### src/rtl/mem_bus_arbiter.sv
// Arbitrates one variable-latency memory bus between instruction fetch and data access (data first).
// Optional ack-timeout abort with sticky bus_err is enabled by defining MEM_TIMEOUT_EN.
module mem_bus_arbiter #(
    parameter int                ADDR_W      = 32,
    parameter int                DATA_W      = 32,
    parameter logic [1:0]        FETCH_SIZE  = 2'b00,
    parameter logic [DATA_W-1:0] NOP_INST    = 32'h0000_0013,
    parameter int                TIMEOUT_CYC = 16
) (
    input  logic              clk,
    input  logic              rst,
    input  logic              if_req,
    input  logic [ADDR_W-1:0] if_addr,
    output logic [DATA_W-1:0] if_rdata,
    output logic              if_hold,
    input  logic              dm_req,
    input  logic              dm_write,
    input  logic [ADDR_W-1:0] dm_addr,
    input  logic [DATA_W-1:0] dm_wdata,
    input  logic [1:0]        dm_size,
    output logic [DATA_W-1:0] dm_rdata,
    output logic              dm_hold,
    output logic              bus_req,
    output logic              bus_write,
    output logic [ADDR_W-1:0] bus_addr,
    output logic [DATA_W-1:0] bus_wdata,
    output logic [1:0]        bus_size,
    input  logic              bus_ack,
    input  logic [DATA_W-1:0] bus_rdata,
    output logic              stall_pipe,
    output logic              bus_err,
    output logic [1:0]        dbg_state
);

    // Handshake: bus_req/bus_* are held from grant until the edge where bus_ack=1 is
    // sampled; that edge completes the transaction and the bus returns to all zeros.
    typedef enum logic [1:0] {
        S_IDLE  = 2'd0,
        S_DATA  = 2'd1,
        S_FETCH = 2'd2
    } state_t;

    state_t              state_q, state_d;
    logic                bus_req_q, bus_req_d;
    logic                bus_write_q, bus_write_d;
    logic [ADDR_W-1:0]   bus_addr_q, bus_addr_d;
    logic [DATA_W-1:0]   bus_wdata_q, bus_wdata_d;
    logic [1:0]          bus_size_q, bus_size_d;
    logic [DATA_W-1:0]   if_rdata_q, if_rdata_d;
    logic [DATA_W-1:0]   dm_rdata_q, dm_rdata_d;
    logic                if_hold_q, if_hold_d;
    logic                dm_hold_q, dm_hold_d;

`ifdef MEM_TIMEOUT_EN
    localparam int CNT_W = $clog2(TIMEOUT_CYC + 1);
    logic [CNT_W-1:0]    wait_cnt_q, wait_cnt_d;
    logic                bus_err_q, bus_err_d;
`endif

    // A request is pending until its hold flag shows the result is in place.
    assign stall_pipe = (dm_req & ~dm_hold_q) | (if_req & ~if_hold_q);

    always_comb begin
        state_d     = state_q;
        bus_req_d   = bus_req_q;
        bus_write_d = bus_write_q;
        bus_addr_d  = bus_addr_q;
        bus_wdata_d = bus_wdata_q;
        bus_size_d  = bus_size_q;
        if_rdata_d  = if_rdata_q;
        dm_rdata_d  = dm_rdata_q;
        if_hold_d   = if_hold_q;
        dm_hold_d   = dm_hold_q;
`ifdef MEM_TIMEOUT_EN
        wait_cnt_d  = wait_cnt_q;
        bus_err_d   = bus_err_q;
`endif

        // Pipeline advances on this edge, so the completed set is consumed.
        if (!stall_pipe) begin
            if_hold_d = 1'b0;
            dm_hold_d = 1'b0;
        end

        case (state_q)
            S_IDLE: begin
                if (dm_req && !dm_hold_q) begin
                    state_d     = S_DATA;
                    bus_req_d   = 1'b1;
                    bus_write_d = dm_write;
                    bus_addr_d  = dm_addr;
                    bus_wdata_d = dm_wdata;
                    bus_size_d  = dm_size;
`ifdef MEM_TIMEOUT_EN
                    wait_cnt_d  = '0;
`endif
                end else if (if_req && !if_hold_q) begin
                    state_d     = S_FETCH;
                    bus_req_d   = 1'b1;
                    bus_write_d = 1'b0;
                    bus_addr_d  = if_addr;
                    bus_wdata_d = '0;
                    bus_size_d  = FETCH_SIZE;
`ifdef MEM_TIMEOUT_EN
                    wait_cnt_d  = '0;
`endif
                end
            end

            S_DATA, S_FETCH: begin
                if (bus_ack) begin
                    state_d     = S_IDLE;
                    bus_req_d   = 1'b0;
                    bus_write_d = 1'b0;
                    bus_addr_d  = '0;
                    bus_wdata_d = '0;
                    bus_size_d  = 2'b00;
                    if (state_q == S_DATA) begin
                        dm_hold_d = 1'b1;
                        if (!bus_write_q) begin
                            dm_rdata_d = bus_rdata;
                        end
                    end else begin
                        if_hold_d  = 1'b1;
                        if_rdata_d = bus_rdata;
                    end
`ifdef MEM_TIMEOUT_EN
                end else if (wait_cnt_q == CNT_W'(TIMEOUT_CYC - 1)) begin
                    // Abort: the requester still sees completion, with a safe dummy result.
                    state_d     = S_IDLE;
                    bus_req_d   = 1'b0;
                    bus_write_d = 1'b0;
                    bus_addr_d  = '0;
                    bus_wdata_d = '0;
                    bus_size_d  = 2'b00;
                    bus_err_d   = 1'b1;
                    if (state_q == S_DATA) begin
                        dm_hold_d = 1'b1;
                        if (!bus_write_q) begin
                            dm_rdata_d = '0;
                        end
                    end else begin
                        if_hold_d  = 1'b1;
                        if_rdata_d = NOP_INST;
                    end
                end else begin
                    wait_cnt_d = wait_cnt_q + CNT_W'(1);
`endif
                end
            end

            default: begin
                state_d   = S_IDLE;
                bus_req_d = 1'b0;
            end
        endcase
    end

    always_ff @(posedge clk or negedge rst) begin
        if (!rst) begin
            state_q     <= S_IDLE;
            bus_req_q   <= 1'b0;
            bus_write_q <= 1'b0;
            bus_addr_q  <= '0;
            bus_wdata_q <= '0;
            bus_size_q  <= 2'b00;
            if_rdata_q  <= NOP_INST;
            dm_rdata_q  <= '0;
            if_hold_q   <= 1'b0;
            dm_hold_q   <= 1'b0;
        end else begin
            state_q     <= state_d;
            bus_req_q   <= bus_req_d;
            bus_write_q <= bus_write_d;
            bus_addr_q  <= bus_addr_d;
            bus_wdata_q <= bus_wdata_d;
            bus_size_q  <= bus_size_d;
            if_rdata_q  <= if_rdata_d;
            dm_rdata_q  <= dm_rdata_d;
            if_hold_q   <= if_hold_d;
            dm_hold_q   <= dm_hold_d;
        end
    end

`ifdef MEM_TIMEOUT_EN
    always_ff @(posedge clk or negedge rst) begin
        if (!rst) begin
            wait_cnt_q <= '0;
            bus_err_q  <= 1'b0;
        end else begin
            wait_cnt_q <= wait_cnt_d;
            bus_err_q  <= bus_err_d;
        end
    end

    assign bus_err = bus_err_q;
`else
    assign bus_err = 1'b0;
`endif

    assign bus_req   = bus_req_q;
    assign bus_write = bus_write_q;
    assign bus_addr  = bus_addr_q;
    assign bus_wdata = bus_wdata_q;
    assign bus_size  = bus_size_q;
    assign if_rdata  = if_rdata_q;
    assign if_hold   = if_hold_q;
    assign dm_rdata  = dm_rdata_q;
    assign dm_hold   = dm_hold_q;
    assign dbg_state = state_q;

endmodule

### config.mk
export PLATFORM = sky130hd
export DESIGN_NAME = mem_bus_arbiter
export DESIGN_NICKNAME = d
export VERILOG_FILES = /design/src/rtl/mem_bus_arbiter.sv
export SDC_FILE = /design/constraint.sdc
export NUM_CORES = 1
export LEC_CHECK = 0
export CAP_MARGIN = 25
export CORE_MARGIN = 4
export CORE_UTILIZATION = 40
export CTS_BUF_LIST = sky130_fd_sc_hd__clkbuf_4 sky130_fd_sc_hd__clkbuf_8
export DETAILED_ROUTE_END_ITERATION = 12
export PLACE_DENSITY = 0.87
export SETUP_SLACK_MARGIN = 0.1
export SYNTH_ARGS = -nofsm -noshare
export SYNTH_HDL_FRONTEND = slang
export SYNTH_SLANG_ARGS = --single-unit
### constraint.sdc
create_clock -name clk -period 1.9 [get_ports clk]
set_input_delay 0.57 -clock clk [delete_from_list [all_inputs] [get_ports clk]]
set_output_delay 0.57 -clock clk [all_outputs]
set_load 0.02 [all_outputs]
Yosys cells after proc, flatten, opt, wreduce, memory -nomap -nowiden --
Index checks and enable logic that the tools add are counted.
Word-level totals: bits in registers 136, output and inout bits 138, latch bits 0, logic and storage cells 61, bits of input ports 136, RAM bits 0, ROM bits 0, memories kept 0
Cells by class: bitwise operators 7, shift operators 0, $add $sub $neg 0, magnitude comparators 0, multiplexer cells 29, multiply operators 0, equality and inequality tests 4, reductions and logical operators 11, div/mod/pow operators 0
Operator list (number):
- 32-bit 2-to-1 mux | 5
- 32-bit case mux with 2 select lines | 2
- 1-bit 2-to-1 mux | 13
- 2-bit 2-to-1 mux | 5
- 2-bit case mux with 2 select lines | 2
- 3-bit AND reduction | 2
- 1-bit inverter | 4
- 1-bit case mux with 2 select lines | 2
- 4-bit AND reduction | 1
- 3-bit != test, second input constant | 1
- 1-bit bitwise AND | 2
- 2-bit by 1-bit == test with 1-bit output, second input constant | 1
- 2-bit == test, second input constant | 1
- 1-bit logical AND | 2
- 1-bit zero test | 2
- 2-bit zero test | 1
- 2-bit != test, second input constant | 1
- 2-bit AND reduction | 1
- 2-bit nonzero test | 1
- 2-bit OR reduction | 1
- 1-bit OR | 1

Logic depth before layout (Yosys ltp) --
depth in word-level cells 7, depth in mapped cells 8, mapped depth without buffers 5

Least setup slack after synthesis --
Ideal clock, no wire load.
kind register to register, start point reg state_q[0], in the netlist dbg_state[0], end point reg bus_addr_q[10], in the netlist bus_addr[10], setup slack 0.054 ns, buffers on the path 2, stages on the path, launching flop included 8, period minus slack after synthesis 1.846 ns, arrival time 1.718 ns, library setup time 0.128 ns, cell sequence dfrtp_1 -> inv_1 -> ha_1 -> buf_4 -> nor2b_4 -> a211oi_4 -> buf_4 -> o22ai_1
On the way: word-level cells in the longest chain between the ends 4
Ends and longest elaborated chain:
- start: declaration | line 43 | state_t state_q, state_d;
- start signal: assignment | line 172 | state_q <= state_d;
- 2-bit by 1-bit == test with 1-bit output / 2-bit == test (equally long branches) | line 85 | case (state_q)
- 2-bit OR reduction | line 85
- 2-bit != test (no line) / 2-bit nonzero test (equally long branches)
- 3-bit AND reduction (no line)
- end signal: assignment | line 175 | bus_addr_q <= bus_addr_d;
- end: declaration | line 46 | logic [ADDR_W-1:0] bus_addr_q, bus_addr_d;
Several ways; a longest one is shown, not always the timed one. A chain may end at the register's enable or synchronous reset.

Worst setup path after layout --
start point reg if_hold_q, in the netlist if_hold, end point out stall_pipe
On the way: word-level cells in the longest chain between the ends 3
Ends and longest elaborated chain:
- start: declaration | line 51 | logic if_hold_q, if_hold_d;
- start signal: assignment | line 180 | if_hold_q <= if_hold_d;
- 1-bit inverter | line 61 | assign stall_pipe = (dm_req & ~dm_hold_q) | (if_req & ~if_hold_q);
- 1-bit bitwise AND | line 61
- 1-bit OR | line 61
- end: declaration | line 30 | output logic stall_pipe,
No other way between the ends.

==> flow_metrics.env <==
export IMPL_synthesis_nets=530
export IMPL_async_flop_share=1.000
export IMPL_grt_pass1_wl_mm=25.08
export IMPL_clk_latency_ns=0.43
export IMPL_ant_nets=0
export IMPL_crit_slowest_cell="dfrtp_1"
export IMPL_arrival_ns=1.17
export IMPL_hold_path_class="flop to flop"
export IMPL_r2r_end="bus_addr[21]"
export IMPL_hold_depth=1
export IMPL_drt_pass1_iterations=6
export IMPL_grtUsageMet3=0.06442
export IMPL_finClkSkew_ns=0.01484
export IMPL_grt_pass1_vias=4713
export IMPL_synth_seq_area_share=0.6028
export IMPL_worstSetupPathType="flop to primary output"
export IMPL_fin_util=0.6409
export IMPL_initialDrtViolationCount=181
export IMPL_netlist_area_leader_share=0.5889
export IMPL_cts_tree="built"
export IMPL_antenna_cells=0
export IMPL_status="finished, final reports clean"
export IMPL_final_area_um2=8896
export IMPL_end_kind="primary output"
export IMPL_cts_buffers=17
export IMPL_setup_worst_path_start="if_hold"
export IMPL_use_met1=0.2284
export IMPL_synth_area_top_cells="dfrtp_1 (59%), mux2_2 (13%), a32o_1 (6.6%), mux2i_1 (5.7%), o22ai_1 (2.9%)"
export IMPL_die_x_um=126.9
export IMPL_finalCritPeriodShare=0.9147
export IMPL_ys_types=32
export IMPL_slew_violations=0
export IMPL_area_delta_synth_final_pct=57.41
export IMPL_antenna_found_initial=0
export IMPL_final_nets=817
export IMPL_cts_setup_buffers=0
export IMPL_min_period_ns=1.738
export IMPL_crit_required_ns=1.33
export IMPL_yosys_register_bits=136
export IMPL_worstPathMaxFanout=2
export IMPL_rsz0062_at_grt="yes"
export IMPL_ys_warn_count=0
export IMPL_worstReg2RegStart="dbg_state[1]"
export IMPL_grtUsageMet2=0.3409
export IMPL_gp_congestion=0.8425
export IMPL_drc_errors=0
export IMPL_reg2regPathDepth=6
export IMPL_htreeDepth=4
export IMPL_via_per_inst=5.102
export IMPL_synth_edf_count=0
export IMPL_path_clk_slew_ns=0.08
export IMPL_wl_per_cell_um=18.28
export IMPL_fillers=1076
export IMPL_multi_input_area_um2=2034
export IMPL_io_pins=274
export IMPL_ir_drop_uv=1090
export IMPL_synth_area_um2=5652
export IMPL_maxCapViolCount=0
export IMPL_critPathMaxStageDelay_ns=0.41
export IMPL_port_buffers=272
export IMPL_fmax_mhz=575.4
export IMPL_power_per_cell_area_nw_per_um2=1620
export IMPL_clock_sinks=136
export IMPL_core_area_um2=13880
export IMPL_grt_use_total=0.1982
export IMPL_power_leakage_nw=4.185
export IMPL_path_cells="nand2b_4 -> nand2_4 -> buf_6"
export IMPL_endpoint="stall_pipe"
export IMPL_placed_cell_area_um2=8685
export IMPL_top_usage_layer="met2"
export IMPL_wl_mm=15.92
export IMPL_grt_max_degree=56
export IMPL_die_area_um2=16090
export IMPL_hold_viol_final=0
export IMPL_synth_avg_cell_area_um2=14.45
export IMPL_start_util=0.4072
export IMPL_drive_gt1_frac=0.2229
export IMPL_grt_overflow_total=0
export IMPL_cts_path_max_buffers=2
export IMPL_hold_slack_ns=0.4998
export IMPL_cts_root_buf="clkbuf_8"
export IMPL_row_count=43
export IMPL_r2r_setup_slack_ns=0.19
export IMPL_seqCellArea_um2=3410
export IMPL_yosys_area_top_type="dfrtp_1"
export IMPL_die_h_um=126.9
export IMPL_synth_flop_cell="dfrtp_1"
export IMPL_start_kind="flop"
export IMPL_finalSetupViolations=0
export IMPL_hpwl_mm=11.98
export IMPL_syn_inst=391
export IMPL_vias=4444
## area by class of cell
| type | instances | area share |
|---|---|---|
| Multi-Input combinational cell | 221 | 0.2287 |
| Inverter | 3 | 0.001266 |
| Tap cell | 180 | 0.02532 |
| Sequential cell | 136 | 0.3833 |
| Clock inverter | 11 | 0.008579 |
| Timing Repair Buffer | 299 | 0.3218 |
| Clock buffer | 21 | 0.03108 |
## critical path, delay by kind of cell, from the launching register on
kind,cells,cell delay (ns)
flip-flops,1,0.41
AND/OR/NAND/NOR,2,0.22
buffers and inverters,1,0.11
## cells in the mapped netlist (2+ instances only)
| cell type | count |
|---|---|
| clkbuf_1 | 2 |
| o22ai_2 | 6 |
| mux2i_1 | 32 |
| inv_1 | 2 |
| nand2_1 | 35 |
| ha_1 | 3 |
| dfstp_2 | 3 |
| buf_4 | 7 |
| mux2_2 | 64 |
| nand3b_2 | 2 |
| dfrtp_1 | 133 |
| o22ai_1 | 26 |
| buf_6 | 9 |
| buf_2 | 13 |
| a32o_1 | 37 |
## registers in the layout (all words and copies together) (netlist names)
signal,count
bus_write,1
dm_hold,1
bus_wdata,32
bus_size,2
if_rdata,32
bus_addr,32
dbg_state,2
bus_req,1
dm_rdata,32
if_hold,1
## cell usage in the layout, fill, tap and decap left out, types with 2 or more instances in the layout
master,instances
a32o_1,37
buf_12,9
buf_2,5
buf_4,15
buf_6,4
clkbuf_4,2
clkbuf_8,19
clkdlybuf4s15_1,4
clkdlybuf4s50_1,132
clkinv_2,3
clkinvlp_4,7
dfrtp_1,131
dfrtp_2,2
dfstp_2,3
dlygate4sd2_1,127
ha_1,2
inv_1,2
mux2_2,64
mux2i_1,32
nand2_1,34
nand2b_4,2
nand3b_2,2
o22ai_1,26
o22ai_2,6
## stage by stage
step                      total power (W)  worst slack, ns  instances  TNS, ns
after floorplan                  0.009446           0.1222        391        0
after global placement            0.01304          -0.5051        838   -17.99
after detailed placement          0.01331          -0.5499        838   -20.93
after CTS                         0.01452           0.1042        871        0
after global routing              0.01528          0.08407        871        0
final                             0.01442           0.1621        871        0
## logic make-up (layout without fill, tap and decap cells)
family / Yosys count / count (layout) / synth area share
compound gates: 76 / 76 / 0.1218
fa+ha+maj: 3 / 3 / 0.006642
buf+inv: 34 / 334 / 0.04206
flops: 136 / 136 / 0.6028
mux: 96 / 96 / 0.1842
other cells: 1 / 1 / 0.0006635
simple gates: 45 / 45 / 0.04184
## repair_timing
action / in CTS / in global routing
resized for setup: 168 / 7
hold buffers: 1 / 0
hold endpoints to repair: 28 / 0
pin swaps: 1 / 0
setup endpoints to repair: 193 / 73
## layer usage
metal / part of all wire / wire, um
met1: 0.38 / 6106
met2: 0.51 / 8131
met3: 0.081 / 1284
met4: 0.025 / 402
met5: 0 / 0
## how the worst min path moves through the flow
stage / start / end / slack (ns)
floorplan: rst / bus_addr[0] / 0.27
global placement: rst / if_rdata[10] / 0.47
detailed placement: rst / dm_rdata[10] / 0.48
CTS: bus_req / bus_req / 0.50
global route: dm_rdata[1] / dm_rdata[1] / 0.51
finish: bus_req / bus_req / 0.50
## power by group
part | switching [W] | leakage [nW] | internal [W]
sequential | 0.000646 | 1.69 | 0.00422
combinational | 0.00405 | 2.34 | 0.00342
clock | 0.00109 | 0.163 | 0.000994
No activity file was read; power rests on OpenSTA's default activity.
